## config.mk

```make
export PLATFORM = sky130hd
export DESIGN_NAME = mdu_ctrl_flat
export DESIGN_NICKNAME = d
export VERILOG_FILES = /design/src/rtl/mdu_ctrl_pkg.sv /design/src/rtl/mdu_ctrl_if.sv /design/src/rtl/mdu_ctrl_div_core.sv /design/src/rtl/mdu_ctrl.sv /design/src/flat_wrapper.sv
export SDC_FILE = /design/constraint.sdc
export NUM_CORES = 2
export LEC_CHECK = 0
export ABC_AREA = 1
export CAP_MARGIN = 20
export CORE_UTILIZATION = 35
export DETAILED_ROUTE_END_ITERATION = 16
export PLACE_DENSITY = 0.56
export RECOVER_POWER = 100
export SLEW_MARGIN = 20
export SYNTH_ARGS = -nofsm -noshare
export SYNTH_HDL_FRONTEND = slang
export SYNTH_SLANG_ARGS = --single-unit
export TNS_END_PERCENT = 100
```

## constraint.sdc

```tcl
create_clock -name clk -period 9.9 [get_ports clk]
set_input_delay 0.99 -clock clk [delete_from_list [all_inputs] [get_ports clk]]
set_output_delay 0.99 -clock clk [all_outputs]
set_load 0.01 [all_outputs]
```

## src/rtl/mdu_ctrl_pkg.sv

```systemverilog
// Shared MDU definitions: op encodings, FSM states, operand helpers.
package mdu_ctrl_pkg;

   typedef enum logic [2:0] {
      MDU_MULT  = 3'd0,
      MDU_MULTU = 3'd1,
      MDU_DIV   = 3'd2,
      MDU_DIVU  = 3'd3,
      MDU_MTHI  = 3'd4,
      MDU_MTLO  = 3'd5
   } mdu_op_e;

   typedef enum logic [2:0] {
      S_IDLE = 3'd0,
      S_MUL  = 3'd1,
      S_DIV  = 3'd2,
      S_FIX  = 3'd3,
      S_DONE = 3'd4
   } mdu_state_e;

   function automatic logic [31:0] abs32(
      input logic [31:0] v,
      input logic        sgn
   );
      return (sgn && v[31]) ? 32'd0 - v : v;
   endfunction

endpackage

```

## src/rtl/mdu_ctrl_if.sv

```systemverilog
// EX-stage <-> MDU request/result bundle.
interface mdu_ctrl_if;
   logic        req_valid;
   logic [2:0]  req_op;
   logic [31:0] req_a;
   logic [31:0] req_b;
   logic        flush;
   logic        stall;
   logic        busy;
   logic [31:0] hi;
   logic [31:0] lo;

   modport master (
      output req_valid, req_op, req_a, req_b, flush,
      input  stall, busy, hi, lo
   );

   modport slave (
      input  req_valid, req_op, req_a, req_b, flush,
      output stall, busy, hi, lo
   );
endinterface

```

## src/rtl/mdu_ctrl_div_core.sv

```systemverilog
// Iterative restoring divider on magnitudes, one quotient bit per cycle.
module mdu_ctrl_div_core
   import mdu_ctrl_pkg::*;
#(
   parameter int ITER = 32
) (
   input  logic        clk,
   input  logic        resetn,
   input  logic        start,
   input  logic        kill,
   input  logic        sgn,
   input  logic [31:0] a,
   input  logic [31:0] b,
   output logic [31:0] quo,
   output logic [31:0] rem,
   output logic        done
);

   logic        run;
   logic [4:0]  cnt;
   logic [31:0] q;
   logic [31:0] d;
   logic [32:0] r;
   logic [33:0] diff;

   // trial subtraction of divisor from shifted partial remainder
   assign diff = {r, q[31]} - {2'b00, d};

   always_ff @(posedge clk or negedge resetn) begin
      if (!resetn) begin
         run <= 1'b0;
         cnt <= 5'd0;
         q   <= 32'd0;
         d   <= 32'd0;
         r   <= 33'd0;
      end else if (kill) begin
         run <= 1'b0;
      end else if (start) begin
         run <= 1'b1;
         cnt <= 5'(ITER - 1);
         q   <= abs32(a, sgn);
         d   <= abs32(b, sgn);
         r   <= 33'd0;
      end else if (run) begin
         if (!diff[33]) begin
            r <= diff[32:0];
            q <= {q[30:0], 1'b1};
         end else begin
            r <= {r[31:0], q[31]};
            q <= {q[30:0], 1'b0};
         end
         if (cnt == 5'd0) run <= 1'b0;
         else             cnt <= cnt - 5'd1;
      end
   end

   assign done = run && (cnt == 5'd0);
   assign quo  = q;
   assign rem  = r[31:0];

endmodule

```

## src/rtl/mdu_ctrl.sv

```systemverilog
// MDU sequencer: multiply, divide, HI/LO and pipeline stall.
// Optional: MDU_DIVZERO_FAST_EN short-cuts divide-by-zero.
module mdu_ctrl
   import mdu_ctrl_pkg::*;
#(
   parameter int MUL_CYCLES = 2,
   parameter int DIV_ITER   = 32
) (
   input logic       clk,
   input logic       resetn,
   mdu_ctrl_if.slave mdu
);

   mdu_state_e  state;
   mdu_state_e  nxt;
   logic [4:0]  cnt;
   logic [31:0] hi_q;
   logic [31:0] lo_q;
   logic [32:0] ma;
   logic [32:0] mb;
   logic        qneg;
   logic        aneg;
   logic        dz;
   logic        dz_q;
   logic        is_mul;
   logic        is_div;
   logic        is_mthi;
   logic        is_mtlo;
   logic        sgn;
   logic        idle_req;
   logic        acc;
   logic [63:0] xa;
   logic [63:0] xb;
   logic [63:0] prod;
   logic [31:0] quo;
   logic [31:0] rem;
   logic        div_done;

   always_comb begin
      is_mul  = 1'b0;
      is_div  = 1'b0;
      is_mthi = 1'b0;
      is_mtlo = 1'b0;
      sgn     = 1'b0;
      unique case (mdu.req_op)
         MDU_MULT:  begin is_mul = 1'b1; sgn = 1'b1; end
         MDU_MULTU: is_mul = 1'b1;
         MDU_DIV:   begin is_div = 1'b1; sgn = 1'b1; end
         MDU_DIVU:  is_div = 1'b1;
         MDU_MTHI:  is_mthi = 1'b1;
         MDU_MTLO:  is_mtlo = 1'b1;
         default:   ;
      endcase
   end

`ifdef MDU_DIVZERO_FAST_EN
   assign dz = is_div && (mdu.req_b == 32'd0);
`else
   assign dz = 1'b0;
`endif

   assign idle_req = (state == S_IDLE) && mdu.req_valid && !mdu.flush;
   assign acc      = idle_req && (is_mul || is_div);

   // low 64 bits of the 33x33 signed product
   assign xa   = {{31{ma[32]}}, ma};
   assign xb   = {{31{mb[32]}}, mb};
   assign prod = xa * xb;

   mdu_ctrl_div_core #(
      .ITER (DIV_ITER)
   ) u_div (
      .clk    (clk),
      .resetn (resetn),
      .start  (acc && is_div && !dz),
      .kill   (mdu.flush),
      .sgn    (sgn),
      .a      (mdu.req_a),
      .b      (mdu.req_b),
      .quo    (quo),
      .rem    (rem),
      .done   (div_done)
   );

   always_ff @(posedge clk or negedge resetn) begin
      if (!resetn) state <= S_IDLE;
      else         state <= nxt;
   end

   always_comb begin
      nxt = state;
      if (mdu.flush) begin
         nxt = S_IDLE;
      end else begin
         unique case (state)
            S_IDLE: if (acc) nxt = is_mul ? S_MUL : (dz ? S_FIX : S_DIV);
            S_MUL:  if (cnt == 5'd0) nxt = S_DONE;
            S_DIV:  if (div_done) nxt = S_FIX;
            S_FIX:  nxt = S_DONE;
            S_DONE: nxt = S_IDLE;
            default: nxt = S_IDLE;
         endcase
      end
   end

   always_comb begin
      mdu.busy  = (state != S_IDLE);
      mdu.stall = acc
         || (!mdu.flush
             && (state == S_MUL || state == S_DIV || state == S_FIX));
   end

   always_ff @(posedge clk or negedge resetn) begin
      if (!resetn) begin
         hi_q <= 32'd0;
         lo_q <= 32'd0;
         cnt  <= 5'd0;
         ma   <= 33'd0;
         mb   <= 33'd0;
         qneg <= 1'b0;
         aneg <= 1'b0;
         dz_q <= 1'b0;
      end else if (!mdu.flush) begin
         unique case (state)
            S_IDLE: begin
               if (idle_req && is_mthi) hi_q <= mdu.req_a;
               if (idle_req && is_mtlo) lo_q <= mdu.req_a;
               if (acc) begin
                  cnt  <= 5'(MUL_CYCLES - 1);
                  ma   <= {sgn & mdu.req_a[31], mdu.req_a};
                  mb   <= {sgn & mdu.req_b[31], mdu.req_b};
                  qneg <= sgn & (mdu.req_a[31] ^ mdu.req_b[31]);
                  aneg <= sgn & mdu.req_a[31];
                  dz_q <= dz;
               end
            end
            S_MUL: begin
               if (cnt == 5'd0) {hi_q, lo_q} <= prod;
               else             cnt <= cnt - 5'd1;
            end
            S_FIX: begin
               if (dz_q) begin
                  hi_q <= ma[31:0];
                  lo_q <= 32'hFFFF_FFFF;
               end else begin
                  lo_q <= qneg ? 32'd0 - quo : quo;
                  hi_q <= aneg ? 32'd0 - rem : rem;
               end
            end
            default: ;
         endcase
      end
   end

   assign mdu.hi = hi_q;
   assign mdu.lo = lo_q;

endmodule

```

## src/flat_wrapper.sv

```systemverilog
// flat-port wrapper written by rule: the top's interface ports become plain ports
module mdu_ctrl_flat import mdu_ctrl_pkg::*;
#(
   parameter int MUL_CYCLES = 2,
   parameter int DIV_ITER   = 32
)
  (clk, resetn, mdu_req_valid, mdu_req_op, mdu_req_a, mdu_req_b, mdu_flush, mdu_stall, mdu_busy, mdu_hi, mdu_lo);
  mdu_ctrl_if mdu_i ();
  input logic clk;
  input logic resetn;
  input wire logic [$bits(mdu_i.req_valid)-1:0] mdu_req_valid;
  input wire logic [$bits(mdu_i.req_op)-1:0] mdu_req_op;
  input wire logic [$bits(mdu_i.req_a)-1:0] mdu_req_a;
  input wire logic [$bits(mdu_i.req_b)-1:0] mdu_req_b;
  input wire logic [$bits(mdu_i.flush)-1:0] mdu_flush;
  output wire logic [$bits(mdu_i.stall)-1:0] mdu_stall;
  output wire logic [$bits(mdu_i.busy)-1:0] mdu_busy;
  output wire logic [$bits(mdu_i.hi)-1:0] mdu_hi;
  output wire logic [$bits(mdu_i.lo)-1:0] mdu_lo;
  assign mdu_i.req_valid = mdu_req_valid;
  assign mdu_i.req_op = mdu_req_op;
  assign mdu_i.req_a = mdu_req_a;
  assign mdu_i.req_b = mdu_req_b;
  assign mdu_i.flush = mdu_flush;
  assign mdu_stall = mdu_i.stall;
  assign mdu_busy = mdu_i.busy;
  assign mdu_hi = mdu_i.hi;
  assign mdu_lo = mdu_i.lo;
  mdu_ctrl #(.MUL_CYCLES(MUL_CYCLES), .DIV_ITER(DIV_ITER)) u_core (.clk(clk), .resetn(resetn), .mdu(mdu_i));
endmodule
```

== Yosys cells after proc, flatten, opt, wreduce, memory -nomap -nowiden ==
Index checks and enable logic that the tools add are counted.

* Input port bits: 71
* Flip-flop bits (word level): 243
* Output and inout port bits: 66
* Logic and storage cells: 114

* Muxes and demuxes: 37
* Equal/unequal tests: 17
* Multipliers: 1
* Add/sub/neg operators: 7
* Reduce and logical (&&, ||, !) cells: 34
* Bitwise logic cells: 5

{| class="wikitable"
|+ Operator list
! cell !! number
|-
| two-way mux 32 bit || 10
|-
| case mux 32 bit (3 select lines) || 2
|-
| subtractor 1 x 32 -> 32 bit, first input constant || 4
|-
| two-way mux 33 bit || 3
|-
| multiplier 33 x 33 -> 64 bit || 1
|-
| subtractor 34 x 32 -> 34 bit || 1
|-
| two-way mux 5 bit || 5
|-
| == test 3 x 2 -> 1 bit, second input constant || 4
|-
| two-way mux 3 bit || 4
|-
| case mux 3 bit (4 select lines) || 1
|-
| AND reduction 4 bit || 3
|-
| logical AND 1 bit || 10
|-
| zero test 5 bit || 2
|-
| two-way mux 1 bit || 10
|-
| case mux 5 bit (2 select lines) || 1
|-
| subtractor 5 x 1 -> 5 bit, second input constant || 2
|-
| != test 3 x 2 -> 1 bit, second input constant || 3
|-
| AND reduction 3 bit || 3
|-
| != test 2 bit, second input constant || 4
|-
| == test 3 x 1 -> 1 bit, second input constant || 2
|-
| == test 3 bit, second input constant || 2
|-
| zero test 3 bit || 2
|-
| nonzero test 3 bit || 2
|-
| OR reduction 2 bit || 3
|-
| 9 further kinds || 17
|}

== Longest topological paths before layout ==
* Word-level depth: 8
* Gate-level depth with buffers: 34
* Depth with buffers taken out: 31

== Hierarchy ==
A second synthesis with hierarchy kept.

* Cells, all modules: 7936
* Area total of the unflattened synthesis: 58090.7 um^2

{| class="wikitable"
|+ Modules (own cells, without submodules)
! module !! area an instance (um^2) !! times used !! cells each !! sequential area each (um^2)
|-
| mdu_ctrl || 48540.3 || 1 || 6410 || 3478.3
|-
| mdu_ctrl_div_core || 9550.4 || 1 || 1526 || 2577.5
|}

== Worst setup path after synthesis ==
No wires, ideal clock.

* Path type: register to register
* Start: reg u_core.ma[32]
* End: reg u_core.hi_q[23] (netlist: u_core.mdu.hi[23])
* Stages on the path, launching flop included: 30
* Data arrival time: 7.387 ns
* Buffers on the path: 3
* Slack: 2.392 ns
* Required time: 9.779 ns
* Library setup time: 0.121 ns
* Path through: dfrtp_1 clkbuf_1 clkbuf_1 buf_1 nand2_1 inv_1 fa_1 fa_1 fa_1 fa_1 inv_1 fa_1 inv_1 fa_1 fa_1 inv_1 fa_1 inv_1 ha_1 nand2_1 nor2_1 inv_1 nor2_1 nand2_1 nor3_1 nand2_1 nand3_1 nand2_1 nand3_1 a21oi_1

* Longest elaborated chain between the ends: 3

{| class="wikitable"
|+ Ends and longest elaborated chain
! item !! line !! source
|-
| start, declared || mdu_ctrl.sv:19 || <nowiki>logic [32:0] ma;</nowiki>
|-
| start signal, assigned || mdu_ctrl.sv:130 || <nowiki>ma <= {sgn & mdu.req_a[31], mdu.req_a};</nowiki>
|-
| multiplier 33 x 33 -> 64 bit || mdu_ctrl.sv:68 || <nowiki>assign prod = xa * xb;</nowiki>
|-
| two-way mux 32 bit || mdu_ctrl.sv:138 || <nowiki>if (cnt == 5'd0) {hi_q, lo_q} <= prod;</nowiki>
|-
| case mux 32 bit (3 select lines) || mdu_ctrl.sv:124 || <nowiki>unique case (state)</nowiki>
|-
| end signal, assigned || mdu_ctrl.sv:126 || <nowiki>if (idle_req && is_mthi) hi_q <= mdu.req_a;</nowiki>
|-
| end signal, assigned || mdu_ctrl.sv:138 ||
|-
| end signal, assigned || mdu_ctrl.sv:143 || <nowiki>hi_q <= ma[31:0];</nowiki>
|-
| end, declared || mdu_ctrl.sv:17 || <nowiki>logic [31:0] hi_q;</nowiki>
|}

Every way passes these cells. The select of a mux whose other input is x is not followed.
A chain may end at the register's enable or synchronous reset.

== Worst setup path after layout ==
* Start: reg u_core.ma[22]
* End: reg u_core.hi_q[7] (netlist: u_core.mdu.hi[7])

Same word-level chain as after synthesis.

==> run metrics <==
crit share post-route=94.5%; clk sinks=242; Die Ht=404 um; DRC viols=0; startpoint types=register; Area growth syn-to-layout=8.89%; Least-Margin Pin Slew=5.39 ns; die width=404 um; routed len/inst=22.5 um; WP data required=10.31 ns; Fmax achieved=107 MHz; register area share after synthesis=10.7%; fraction of layout cells with a size suffix above 1=3.10%; Routed WL=219 mm; Final Hold Vio Count=0; Vias=49,112; top_reg_cell synth=dfrtp_1; number of I/O port buffers=136; largest net degree at the start of global routing=77; starting density of the core=35.2%; FP Rows=147; hold_buf cts=0; Yosys cell types=50; top cell type's share of synthesized area=39.8%; setup tns final=0 ns; maxcap violations=10; M1 GR Usage=37.1%; failing checks=max-capacitance violations, max-slew violations; total track usage=27.4%; Die ar.=163,000 sq um; flop2flop setup slack=0.55 ns; CTS clk-pin slew, worst paths=0.07 ns; Clock Latency Late Sink=0.57 ns; number of flops mapped to enable cells by yosys=0; Synthesis Warnings=0; synth top area cells=fa_1, inv_1, nand2_1; ys async rst share=100%; Ports=137; min cycle time layout=9.35 ns; syn_area_per_cell=7.44 sq um; WP buf/inv=7; crit end category=register; Root Buffer Master=clkbuf_16; vias per std cell=5.04; total gr overflow=0; M3 GR Usage=4.00%; status=finished, violations left; critical path arrival=9.77 ns; worst slew margin relative to its limit=-259%; max-slew violations=592; RSZ-0062 raised after global routing=false; remaining antenna violation count=0; post-synthesis cell count=7,601; Fin Clk Skew=0.0306 ns; Top cell by count, worst path=fa_1; crit-path leading delay family=adder cells; Net Count, Synth=9,050; initial antenna violation count=16; H-tree lvl count=2; Hold WC Path Type=register to register; count of TritonRoute iterations in the first routing pass=8; TritonCTS clock tree=built; Synth Cell Area=56,600 sq um; final setup vio count=0; Worst Path Class, Setup=register to register; grt peak-use layer=met2; Yosys top cell by area=fa_1; CTS buffer count=35; FF+latch count, synth=242; delay of the slowest cell on the worst path=0.88 ns; core area=161,000 sq um; DP HPWL=184 mm; Util after Layout=38.4%; Post-CTS Setup Inserts=0; Crit Path Max Fanout=13; grt met2 use=43.3%; first-pass GRT wire length=332 mm; clk buf depth=3; DRT iter0 DRCs=4,804; vias in the first global route=50,967; Layout Nets=9,010; Crit-path slowest cell=dfrtp_1; CTS resizes=0; RD Place Congestion=1.01
-- through the flow --
stage                     setup WS [ns]  cell area [sq um]  std cells  hold WS (ns)
after floorplan                    2.39              56600       7601         0.452
after global placement            0.904              60400       9684         0.466
after detailed placement           1.06              60400       9684         0.470
after CTS                          1.03              61700       9746         0.449
after global routing              0.317              61600       9746         0.516
final                             0.545              61600       9751         0.483
-- area by class of cell --
type                    instances  area [sq um]
clock buffers                  46          1010
clock inverters                16           302
well taps                    2160          2700
fillers                     16834         99000
flip-flops and latches        242          6060
diodes                          5          12.5
multi-input cells            4926         41300
inverters                    2082          7820
repair buffers                274          2360
-- logic make-up after synthesis --
family	after synthesis	share of synthesized area, %
xor gates and xnor gates	81	1.25
and+or+nand+nor	2791	19.9
buffers and inverters	2433	16.2
AOI/OAI and AO/OA	676	6.51
adders and majority gates	1378	45.4
DFF	242	10.7
-- worst register-to-register path: cells and delay by family (launching register included) --
kind	cells	cell delay, ns
buffers and inverters	7	1.06
AOI/OAI and AO/OA	4	1.75
DFF	1	0.88
and+or+nand+nor	5	1.02
adders and majority gates	9	4.48
-- final timing paths --
| kind | depth (start not counted) | start | endpoint |
|---|---|---|---|
| max | 25 | u_core.ma[22] | u_core.mdu.hi[7] |
| min | 2 | u_core.cnt[1] | u_core.cnt[1] |
| max reg2reg | 25 | u_core.ma[22] | u_core.mdu.hi[7] |
| min reg2reg | 2 | u_core.cnt[1] | u_core.cnt[1] |
| max in group asynchronous | 2 | resetn | u_core.u_div.d[29] |
| min in group asynchronous | 1 | resetn | u_core.mdu.lo[23] |
-- sequential cells by signal, indices dropped and copies added (netlist names) --
signal	count
u_core.cnt	5
u_core.ma	33
u_core.mdu.lo	32
u_core.u_div.r	33
u_core.mdu.hi	32
u_core.qneg	1
u_core.state	3
u_core.mb	33
u_core.u_div.quo	32
u_core.u_div.cnt	5
u_core.u_div.run	1
u_core.u_div.d	32
-- metal layers --
layer	part of all wire, %	vias up
li1	-	21927
met1	42	24559
met2	45	2148
met3	7.6	462
met4	5.6	16
met5	0.043	-
-- Yosys cell counts (23+ instances only) --
cell type	instances
nand2_1	1901
nor3_1	60
nor2_1	445
xnor2_1	25
clkbuf_1	311
a31oi_1	27
nand3_1	251
nand4_1	61
inv_1	2070
o211ai_1	24
buf_2	23
fa_1	1126
xor2_1	56
a21oi_1	212
dfrtp_1	242
ha_1	252
o21ai_0	322
-- placed cells by master (no fill, tap or decap), types with 8 or more instances in the layout --
| master | instances |
|---|---|
| o21a_1 | 10 |
| or2_2 | 21 |
| clkbuf_1 | 18 |
| fa_1 | 1126 |
| nor4_1 | 10 |
| xnor2_1 | 25 |
| dfrtp_1 | 237 |
| xor2_1 | 56 |
| buf_4 | 122 |
| inv_1 | 2073 |
| ha_1 | 252 |
| nand4_1 | 61 |
| nor3_1 | 60 |
| a21oi_1 | 212 |
| a21o_1 | 9 |
| nand3_1 | 251 |
| a31oi_1 | 27 |
| bufinv_16 | 8 |
| o21ai_0 | 330 |
| nand2_1 | 1904 |
| dlygate4sd3_1 | 67 |
| clkbuf_16 | 37 |
| o21bai_1 | 20 |
| nand3b_1 | 13 |
| nor2_1 | 444 |
| clkdlybuf4s50_1 | 68 |
| o211ai_1 | 24 |
Power is left out: the tool's default activity adds up to more than one toggle a clock period on the data nets, which glitch-free logic cannot reach.
